<file path="src/rtl/snoop_bus_initiator_if.sv">
// Snoop bus initiator interface: local cache request channel, snoop bus
// arbitration and command/address/data, read-data return and completion report.
interface snoop_bus_initiator_if #(
  parameter int unsigned INDEXBITS = 8,
  parameter int unsigned TAGBITS   = 6
) ();
  localparam int unsigned AW = INDEXBITS + TAGBITS + 2;

  // Request channel from the local cache
  logic          req_valid;
  logic          req_type;
  logic [AW-1:0] req_addr;
  logic [31:0]   req_data;
  logic          req_ready;

  // Arbitration and snoop bus
  logic          bus_req;
  logic          bus_gnt;
  logic          BusRd;
  logic          BusUpd;
  logic [AW-1:0] address;
  logic [31:0]   Data;
  logic          Shared;

  // Read-data return
  logic          rd_valid;
  logic [31:0]   rd_data;

  // Completion report
  logic          resp_valid;
  logic [31:0]   resp_data;
  logic          resp_shared;
  logic          resp_error;

  // Initiator side
  modport master (
    input  req_valid, req_type, req_addr, req_data,
    input  bus_gnt, Shared, rd_valid, rd_data,
    output req_ready, bus_req, BusRd, BusUpd, address, Data,
    output resp_valid, resp_data, resp_shared, resp_error
  );

  // Environment side (cache, arbiter, other snoopers, memory)
  modport slave (
    output req_valid, req_type, req_addr, req_data,
    output bus_gnt, Shared, rd_valid, rd_data,
    input  req_ready, bus_req, BusRd, BusUpd, address, Data,
    input  resp_valid, resp_data, resp_shared, resp_error
  );
endinterface

</file>
<file path="src/rtl/snoop_bus_initiator.sv">
// Snoop bus initiator: accepts one BusRd/BusUpd request from the local cache,
// arbitrates for the snoop bus, runs the command and reports completion.
module snoop_bus_initiator #(
  parameter int unsigned INDEXBITS      = 8,
  parameter int unsigned TAGBITS        = 6,
  parameter int unsigned TIMEOUT_CYCLES = 16
) (
  input  logic                  clock,
  input  logic                  reset,
  snoop_bus_initiator_if.master bus
);
  localparam int unsigned AW = INDEXBITS + TAGBITS + 2;
  localparam logic [7:0] CNT_LAST = 8'(TIMEOUT_CYCLES - 1);

  typedef enum logic [2:0] {
    S_IDLE,
    S_ARB,
    S_RD,
    S_UPD,
    S_DONE
  } state_t;

  state_t        state;
  state_t        state_nx;
  logic          hold_type;
  logic [AW-1:0] hold_addr;
  logic [31:0]   hold_data;
  logic [7:0]    cnt;
  logic          shared_acc;
  logic [31:0]   resp_data_r;
  logic          resp_shared_r;
  logic          resp_error_r;
  logic          rd_timeout;

  assign rd_timeout = (cnt == CNT_LAST);

  // Next-state selection
  always_comb begin
    state_nx = state;
    unique case (state)
      S_IDLE: if (bus.req_valid) state_nx = S_ARB;
      S_ARB:  if (bus.bus_gnt) state_nx = hold_type ? S_UPD : S_RD;
      S_RD:   if (bus.rd_valid || rd_timeout) state_nx = S_DONE;
      S_UPD:  state_nx = S_DONE;
      S_DONE: state_nx = S_IDLE;
      default: state_nx = S_IDLE;
    endcase
  end

  // Bus-facing outputs decoded from state so a reset drops them immediately
  always_comb begin
    bus.req_ready   = (state == S_IDLE);
    bus.bus_req     = (state == S_ARB) || (state == S_RD) || (state == S_UPD);
    bus.BusRd       = (state == S_RD);
    bus.BusUpd      = (state == S_UPD);
    bus.address     = '0;
    bus.Data        = '0;
    if ((state == S_RD) || (state == S_UPD)) bus.address = hold_addr;
    if (state == S_UPD) bus.Data = hold_data;
    bus.resp_valid  = (state == S_DONE);
    bus.resp_data   = resp_data_r;
    bus.resp_shared = resp_shared_r;
    bus.resp_error  = resp_error_r;
  end

  // State register
  always_ff @(posedge clock or posedge reset) begin
    if (reset) state <= S_IDLE;
    else       state <= state_nx;
  end

  // Holding registers, RD timeout counter, Shared accumulation, response capture.
  // The sticky Shared OR is kept internally and only copied to resp_shared on
  // the edge into DONE, so the visible report holds its old value until then.
  always_ff @(posedge clock or posedge reset) begin
    if (reset) begin
      hold_type     <= 1'b0;
      hold_addr     <= '0;
      hold_data     <= '0;
      cnt           <= '0;
      shared_acc    <= 1'b0;
      resp_data_r   <= '0;
      resp_shared_r <= 1'b0;
      resp_error_r  <= 1'b0;
    end else begin
      unique case (state)
        S_IDLE: begin
          if (bus.req_valid) begin
            hold_type <= bus.req_type;
            hold_addr <= bus.req_addr;
            hold_data <= bus.req_data;
          end
        end
        S_ARB: begin
          if (bus.bus_gnt) begin
            cnt        <= '0;
            shared_acc <= 1'b0;
          end
        end
        S_RD: begin
          cnt        <= cnt + 8'd1;
          shared_acc <= shared_acc | bus.Shared;
          if (bus.rd_valid) begin
            resp_data_r   <= bus.rd_data;
            resp_error_r  <= 1'b0;
            resp_shared_r <= shared_acc | bus.Shared;
          end else if (rd_timeout) begin
            resp_data_r   <= '0;
            resp_error_r  <= 1'b1;
            resp_shared_r <= shared_acc | bus.Shared;
          end
        end
        S_UPD: begin
          resp_shared_r <= bus.Shared;
          resp_error_r  <= 1'b0;
        end
        default: ;
      endcase
    end
  end
endmodule
</file>
<file path="src/flat_wrapper.sv">
// flat-port wrapper written by rule: the top's interface ports become plain ports
module snoop_bus_initiator_flat 
#(
  parameter int unsigned INDEXBITS      = 8,
  parameter int unsigned TAGBITS        = 6,
  parameter int unsigned TIMEOUT_CYCLES = 16
)
  (clock, reset, bus_req_valid, bus_req_type, bus_req_addr, bus_req_data, bus_bus_gnt, bus_Shared, bus_rd_valid, bus_rd_data, bus_req_ready, bus_bus_req, bus_BusRd, bus_BusUpd, bus_address, bus_Data, bus_resp_valid, bus_resp_data, bus_resp_shared, bus_resp_error);
  snoop_bus_initiator_if #(.INDEXBITS(INDEXBITS), .TAGBITS(TAGBITS)) bus_i ();
  input  logic clock;
  input  logic reset;
  input wire logic [$bits(bus_i.req_valid)-1:0] bus_req_valid;
  input wire logic [$bits(bus_i.req_type)-1:0] bus_req_type;
  input wire logic [$bits(bus_i.req_addr)-1:0] bus_req_addr;
  input wire logic [$bits(bus_i.req_data)-1:0] bus_req_data;
  input wire logic [$bits(bus_i.bus_gnt)-1:0] bus_bus_gnt;
  input wire logic [$bits(bus_i.Shared)-1:0] bus_Shared;
  input wire logic [$bits(bus_i.rd_valid)-1:0] bus_rd_valid;
  input wire logic [$bits(bus_i.rd_data)-1:0] bus_rd_data;
  output wire logic [$bits(bus_i.req_ready)-1:0] bus_req_ready;
  output wire logic [$bits(bus_i.bus_req)-1:0] bus_bus_req;
  output wire logic [$bits(bus_i.BusRd)-1:0] bus_BusRd;
  output wire logic [$bits(bus_i.BusUpd)-1:0] bus_BusUpd;
  output wire logic [$bits(bus_i.address)-1:0] bus_address;
  output wire logic [$bits(bus_i.Data)-1:0] bus_Data;
  output wire logic [$bits(bus_i.resp_valid)-1:0] bus_resp_valid;
  output wire logic [$bits(bus_i.resp_data)-1:0] bus_resp_data;
  output wire logic [$bits(bus_i.resp_shared)-1:0] bus_resp_shared;
  output wire logic [$bits(bus_i.resp_error)-1:0] bus_resp_error;
  assign bus_i.req_valid = bus_req_valid;
  assign bus_i.req_type = bus_req_type;
  assign bus_i.req_addr = bus_req_addr;
  assign bus_i.req_data = bus_req_data;
  assign bus_i.bus_gnt = bus_bus_gnt;
  assign bus_i.Shared = bus_Shared;
  assign bus_i.rd_valid = bus_rd_valid;
  assign bus_i.rd_data = bus_rd_data;
  assign bus_req_ready = bus_i.req_ready;
  assign bus_bus_req = bus_i.bus_req;
  assign bus_BusRd = bus_i.BusRd;
  assign bus_BusUpd = bus_i.BusUpd;
  assign bus_address = bus_i.address;
  assign bus_Data = bus_i.Data;
  assign bus_resp_valid = bus_i.resp_valid;
  assign bus_resp_data = bus_i.resp_data;
  assign bus_resp_shared = bus_i.resp_shared;
  assign bus_resp_error = bus_i.resp_error;
  snoop_bus_initiator #(.INDEXBITS(INDEXBITS), .TAGBITS(TAGBITS), .TIMEOUT_CYCLES(TIMEOUT_CYCLES)) u_core (.clock(clock), .reset(reset), .bus(bus_i));
endmodule
</file>
<file path="config.mk">
export PLATFORM = sky130hd
export DESIGN_NAME = snoop_bus_initiator_flat
export DESIGN_NICKNAME = d
export VERILOG_FILES = /design/src/rtl/snoop_bus_initiator_if.sv /design/src/rtl/snoop_bus_initiator.sv /design/src/flat_wrapper.sv
export SDC_FILE = /design/constraint.sdc
export NUM_CORES = 1
export LEC_CHECK = 0
export ABC_CLOCK_PERIOD_IN_PS = 3110
export CELL_PAD_IN_SITES_DETAIL_PLACEMENT = 1
export CELL_PAD_IN_SITES_GLOBAL_PLACEMENT = 2
export CORE_ASPECT_RATIO = 0.5
export CORE_UTILIZATION = 24
export DETAILED_ROUTE_END_ITERATION = 8
export PLACE_DENSITY_LB_ADDON = 0.05
export SYNTH_ARGS = -nofsm -noshare
export SYNTH_HDL_FRONTEND = slang
export SYNTH_SLANG_ARGS = --single-unit
</file>
<file path="constraint.sdc">
create_clock -name clock -period 3.11 [get_ports clock]
set_input_delay 0.7775 -clock clock [delete_from_list [all_inputs] [get_ports clock]]
set_output_delay 0.7775 -clock clock [all_outputs]
set_load 0.01 [all_outputs]
</file>
---- Word level (Yosys, flattened, before mapping) ----
Index checks and enable logic that the tools add are counted.
word-level totals
  register bits ........................... 95
  input bits .............................. 87
  output and inout bits ................... 87
cells by class
  add/sub/neg operators ................... 1
  eq/ne operators ......................... 9
  multiplexer cells ....................... 19
  bitwise gates (word level) .............. 1
  reduce and logical (&&, ||, !) cells .... 13
operators with widths
  kind                   number
  $mux W32               3
  $mux W16               1
  $pmux W8 S2            1
  $pmux W3 S4            1
  $mux W3                3
  $add A8 B1 Y8 const B  1
  $eq A8 B4 Y1 const B   1
  $mux W8                1
  $reduce_and A2 Y1      4
  $eq A3 B2 Y1 const B   2
  $mux W1                6
  $pmux W1 S2            3
  $reduce_bool A2 Y1     3
  $logic_or A1 B1 Y1     4
  $ne A2 B2 Y1 const B   2
  $eq A3 B1 Y1 const B   1
  $eq A3 B3 Y1 const B   1
  $logic_not A3 Y1       1
  $ne A3 B2 Y1 const B   1
  $reduce_and A3 Y1      1
  $ne A2 B1 Y1 const B   1
  $or A1 B1 Y1           1

---- Logic depth before layout (Yosys ltp) ----
  word-level depth ........................ 4
  mapped depth ............................ 7
  depth with buffers taken out ............ 5

---- Worst setup path after synthesis ----
Ideal clock, no wire load.
  kind .................................... reg2out
  start ................................... register u_core.state[2]
  end ..................................... output bus_Data[30]
  arrival time ............................ 1134 ps
  data required time ...................... 2332 ps
  path slack .............................. 1199 ps
  cell stages (with the launch flop) ...... 4
  path buffers ............................ 1
  cells stage by stage .................... dfrtp_1 -> nor2b_1 -> clkbuf_1 -> and3_1
between the ends
  longest elaborated chain between the ends .. 2
RTL lines
  element                 RTL line                   RTL
  from (decl)             snoop_bus_initiator.sv:23  state_t state;
  from (signal assigned)  snoop_bus_initiator.sv:69  else state <= state_nx;
  $eq A3 B2 Y1            snoop_bus_initiator.sv:59  if (state == S_UPD) bus.Data = hold_data;
  $mux W32                snoop_bus_initiator.sv:59
  to (decl)               flat_wrapper.sv:25         output wire logic [$bits(bus_i.Data)-1:0] bus_Data;
Every way passes these cells.

---- Worst setup path in the final report ----
  start ................................... register u_core.state[2]
  end ..................................... output bus_BusRd
between the ends
  longest elaborated chain between the ends .. 1
RTL lines
  element       RTL line                   RTL
  $eq A3 B2 Y1  snoop_bus_initiator.sv:54  bus.BusRd = (state == S_RD);
  to (decl)     flat_wrapper.sv:22         output wire logic [$bits(bus_i.BusRd)-1:0] bus_BusRd;
Every way passes these cells.

==> impl_metrics.env <==
export IMPL_syn_nets=396
export IMPL_antenna_found_initial=0
export IMPL_crit_slowest_cell="or3b_1"
export IMPL_power_density_nw_per_um2=897
export IMPL_synth_seq_cells=95
export IMPL_seq_area_frac_synth_pct=58.4
export IMPL_row_count=33
export IMPL_syn_avg_cell_area_um2=13.2
export IMPL_min_period_over_period_pct=92.3
export IMPL_core_um2=16500
export IMPL_multiInputGateArea_um2=1490
export IMPL_post_synth_top_count_cell="dfrtp_1"
export IMPL_path_class="flip-flop to primary output"
export IMPL_detail_route_wl_per_cell_um=16.8
export IMPL_crit_chain="or3b_1 -> inv_8 -> clkdlybuf4s50_1"
export IMPL_worst_pin_slew_ns=0.726
export IMPL_start_util_pct=24.7
export IMPL_drtAntennaViolNets=0
export IMPL_cts_max_level=3
export IMPL_synthCells=308
export IMPL_top_usage_layer="met2"
export IMPL_fmax_mhz=348
export IMPL_clockBufferDepth=2
export IMPL_layout_min_cycle_time_ns=2.87
export IMPL_drv_slew=0
export IMPL_vias=3065
export IMPL_status="complete, no violations"
export IMPL_drive_gt1_share_pct=17.0
export IMPL_yosys_top_cells_count="dfrtp_1, mux2_2, and3_1, a22o_1, and2_1"
export IMPL_grt_total_usage_pct=14.4
export IMPL_fillers=1730
export IMPL_synthFlopType="dfrtp_1"
export IMPL_ys_warn_count=0
export IMPL_grt_util_met3_pct=6.12
export IMPL_path_buf_inv=2
export IMPL_grt_first_pass_wirelength_mm=18.8
export IMPL_port_buffers=173
export IMPL_setup_viol=0
export IMPL_die_width_um=186
export IMPL_wl_mm=11.9
export IMPL_required_ns=2.33
export IMPL_die_height_um=94.1
export IMPL_clkLatencyLatePin_ns=0.34
export IMPL_tns_ns=0
export IMPL_syn2layout_area_growth_pct=54.1
export IMPL_vias_per_cell=4.32
export IMPL_io_pins=174
export IMPL_cts_setup_buffers=0
export IMPL_startpoint_type="flip-flop"
export IMPL_grt_setup_unrepaired="no"
export IMPL_max_stage_delay_ns=0.59
export IMPL_gr_usage_met2_pct=22.9
export IMPL_relSlewSlack_pct=51.5
export IMPL_regArea_um2=2380
export IMPL_crit_family="buffers and inverters"
export IMPL_cts_root_buf="clkbuf_16"
export IMPL_numClockSinks=95
export IMPL_tritoncts="yes"
export IMPL_synth_edf_count=0
export IMPL_synth_top_area_share_pct=58.4
export IMPL_syn_area_um2=4070
export IMPL_die_area_um2=17500
export IMPL_cts_clk_slew_worst_paths_ns=0.07
export IMPL_synth_largest_area_cell="dfrtp_1"
export IMPL_power_leakage_nw=2.72
export IMPL_synth_area_top_cells="dfrtp_1, mux2_2, a22o_1, and3_1, and2_1"
export IMPL_cts_repair_resized=0
export IMPL_nNetsFinal=564
export IMPL_dpl_hpwl_mm=8.43
export IMPL_place_congestion=0.755
export IMPL_ys_async_sr_fraction_pct=100
export IMPL_end_kind="primary output"
export IMPL_detail_route_iter0_violations=92
export IMPL_cts_made_buffers=9
export IMPL_grt_max_degree=43
export IMPL_final_hold_violation_count=0
export IMPL_crit_fanout=10
export IMPL_gr_total_overflow=0
export IMPL_fin_skew_ns=0.00693
export IMPL_grtUsageMet1_pct=17.9
export IMPL_ir_drop_uv=279
export IMPL_timing_hold_ws_ns=0.495
export IMPL_crit_arrival_ns=2.09
export IMPL_firstDrtPassIters=4
export IMPL_ys_types=35
export IMPL_min_path_type="flip-flop to flip-flop"
export IMPL_drc_errors=0
export IMPL_grt_pass1_vias=3321
export IMPL_maxCapViolations=0
export IMPL_postCtsHoldBufs=0
-- registers in the layout (all words and copies together) (netlist names) --
signal	cells
u_core.hold_type	1
u_core.hold_addr	16
u_core.shared_acc	1
u_core.bus.resp_shared	1
u_core.bus.resp_data	32
u_core.hold_data	32
u_core.bus.resp_error	1
u_core.cnt	8
u_core.state	3
-- layer usage --
| layer | wire [um] | share of wire [%] |
|---|---|---|
| met5 | 0 | 0 |
| met4 | 75 | 0.63 |
| met3 | 1110 | 9.3 |
| met2 | 5480 | 46 |
| met1 | 5280 | 44 |
-- report_power, final --
part | switching, mW | leakage, nW | internal, mW
sequential | 0.308 | 1.17 | 1.80
combinational | 1.03 | 1.42 | 1.43
clock | 0.491 | 0.139 | 0.569
total | 1.83 | 2.72 | 3.80
-- cell type report --
| class | instances | area share, % |
|---|---|---|
| sequential | 95 | 37.9 |
| timing repair buffer | 180 | 28.8 |
| multi-input combinational | 185 | 23.7 |
| tap | 227 | 4.53 |
| clock buffer | 10 | 3.81 |
| clock inverter | 6 | 0.698 |
| inverter | 5 | 0.478 |
| antenna | 1 | 0.0399 |
-- cells in the final DEF (no fill, tap or decap), types with 3 or more instances in the layout --
cell,Yosys,layout
inv_1,4,3
mux2i_1,3,3
mux2_2,46,46
o21ai_0,8,8
mux2_1,3,3
buf_4,1,5
a22o_2,3,3
and3_1,33,33
nor2_1,10,10
a21oi_1,3,3
clkbuf_16,0,9
dfrtp_1,95,95
a22o_1,30,30
and2_1,19,18
nand2_1,6,6
nand3_1,4,4
clkdlybuf4s50_1,0,173
-- kinds of logic (layout without fill, tap and decap cells) --
| family | after synthesis | after routing | share of synthesized area, % |
|---|---|---|---|
| buf+inv | 28 | 201 | 5.13 |
| mux | 52 | 52 | 14.3 |
| simple gates | 81 | 81 | 11.8 |
| fa+ha+maj | 1 | 1 | 0.307 |
| compound gates | 51 | 51 | 10.1 |
| flops | 95 | 95 | 58.4 |
| other cells | 0 | 1 | 0 |
-- path summary, 6_finish.rpt --
kind / from / end / slack [ns] / cells past startpoint
min in group asynchronous: reset / u_core.cnt[5] / 0.90 / 2
max in group asynchronous: reset / u_core.hold_data[8] / 1.59 / 3
worst max register to register: u_core.state[0] / u_core.hold_data[28] / 1.01 / 5
worst min-delay path: u_core.cnt[7] / u_core.cnt[7] / 0.49 / 1
worst min register to register: u_core.cnt[7] / u_core.cnt[7] / 0.49 / 1
worst max-delay path: u_core.state[2] / bus_BusRd / 0.24 / 3
-- through the flow --
step	instance area [um^2]	util [%]	instances	power, mW	setup WS (ns)
finish	6280	38.1	709	5.63	0.239
global route	6270	38.1	708	6.05	0.146
CTS	6270	38.1	708	5.74	0.216
detailed placement	5990	36.4	692	4.62	0.604
global placement	5990	36.4	692	4.53	0.655
floorplan	4080	-	308	3.44	1.20
-- worst register-to-register path, cell delays in order (launching register included) --
cell and delay (ns):
dfrtp_1 0.38, buf_4 0.25, nor3_1 0.34, and2_2 0.21
buf_4 0.39, mux2_2 0.41
Power figures use the tool's default switching activity.
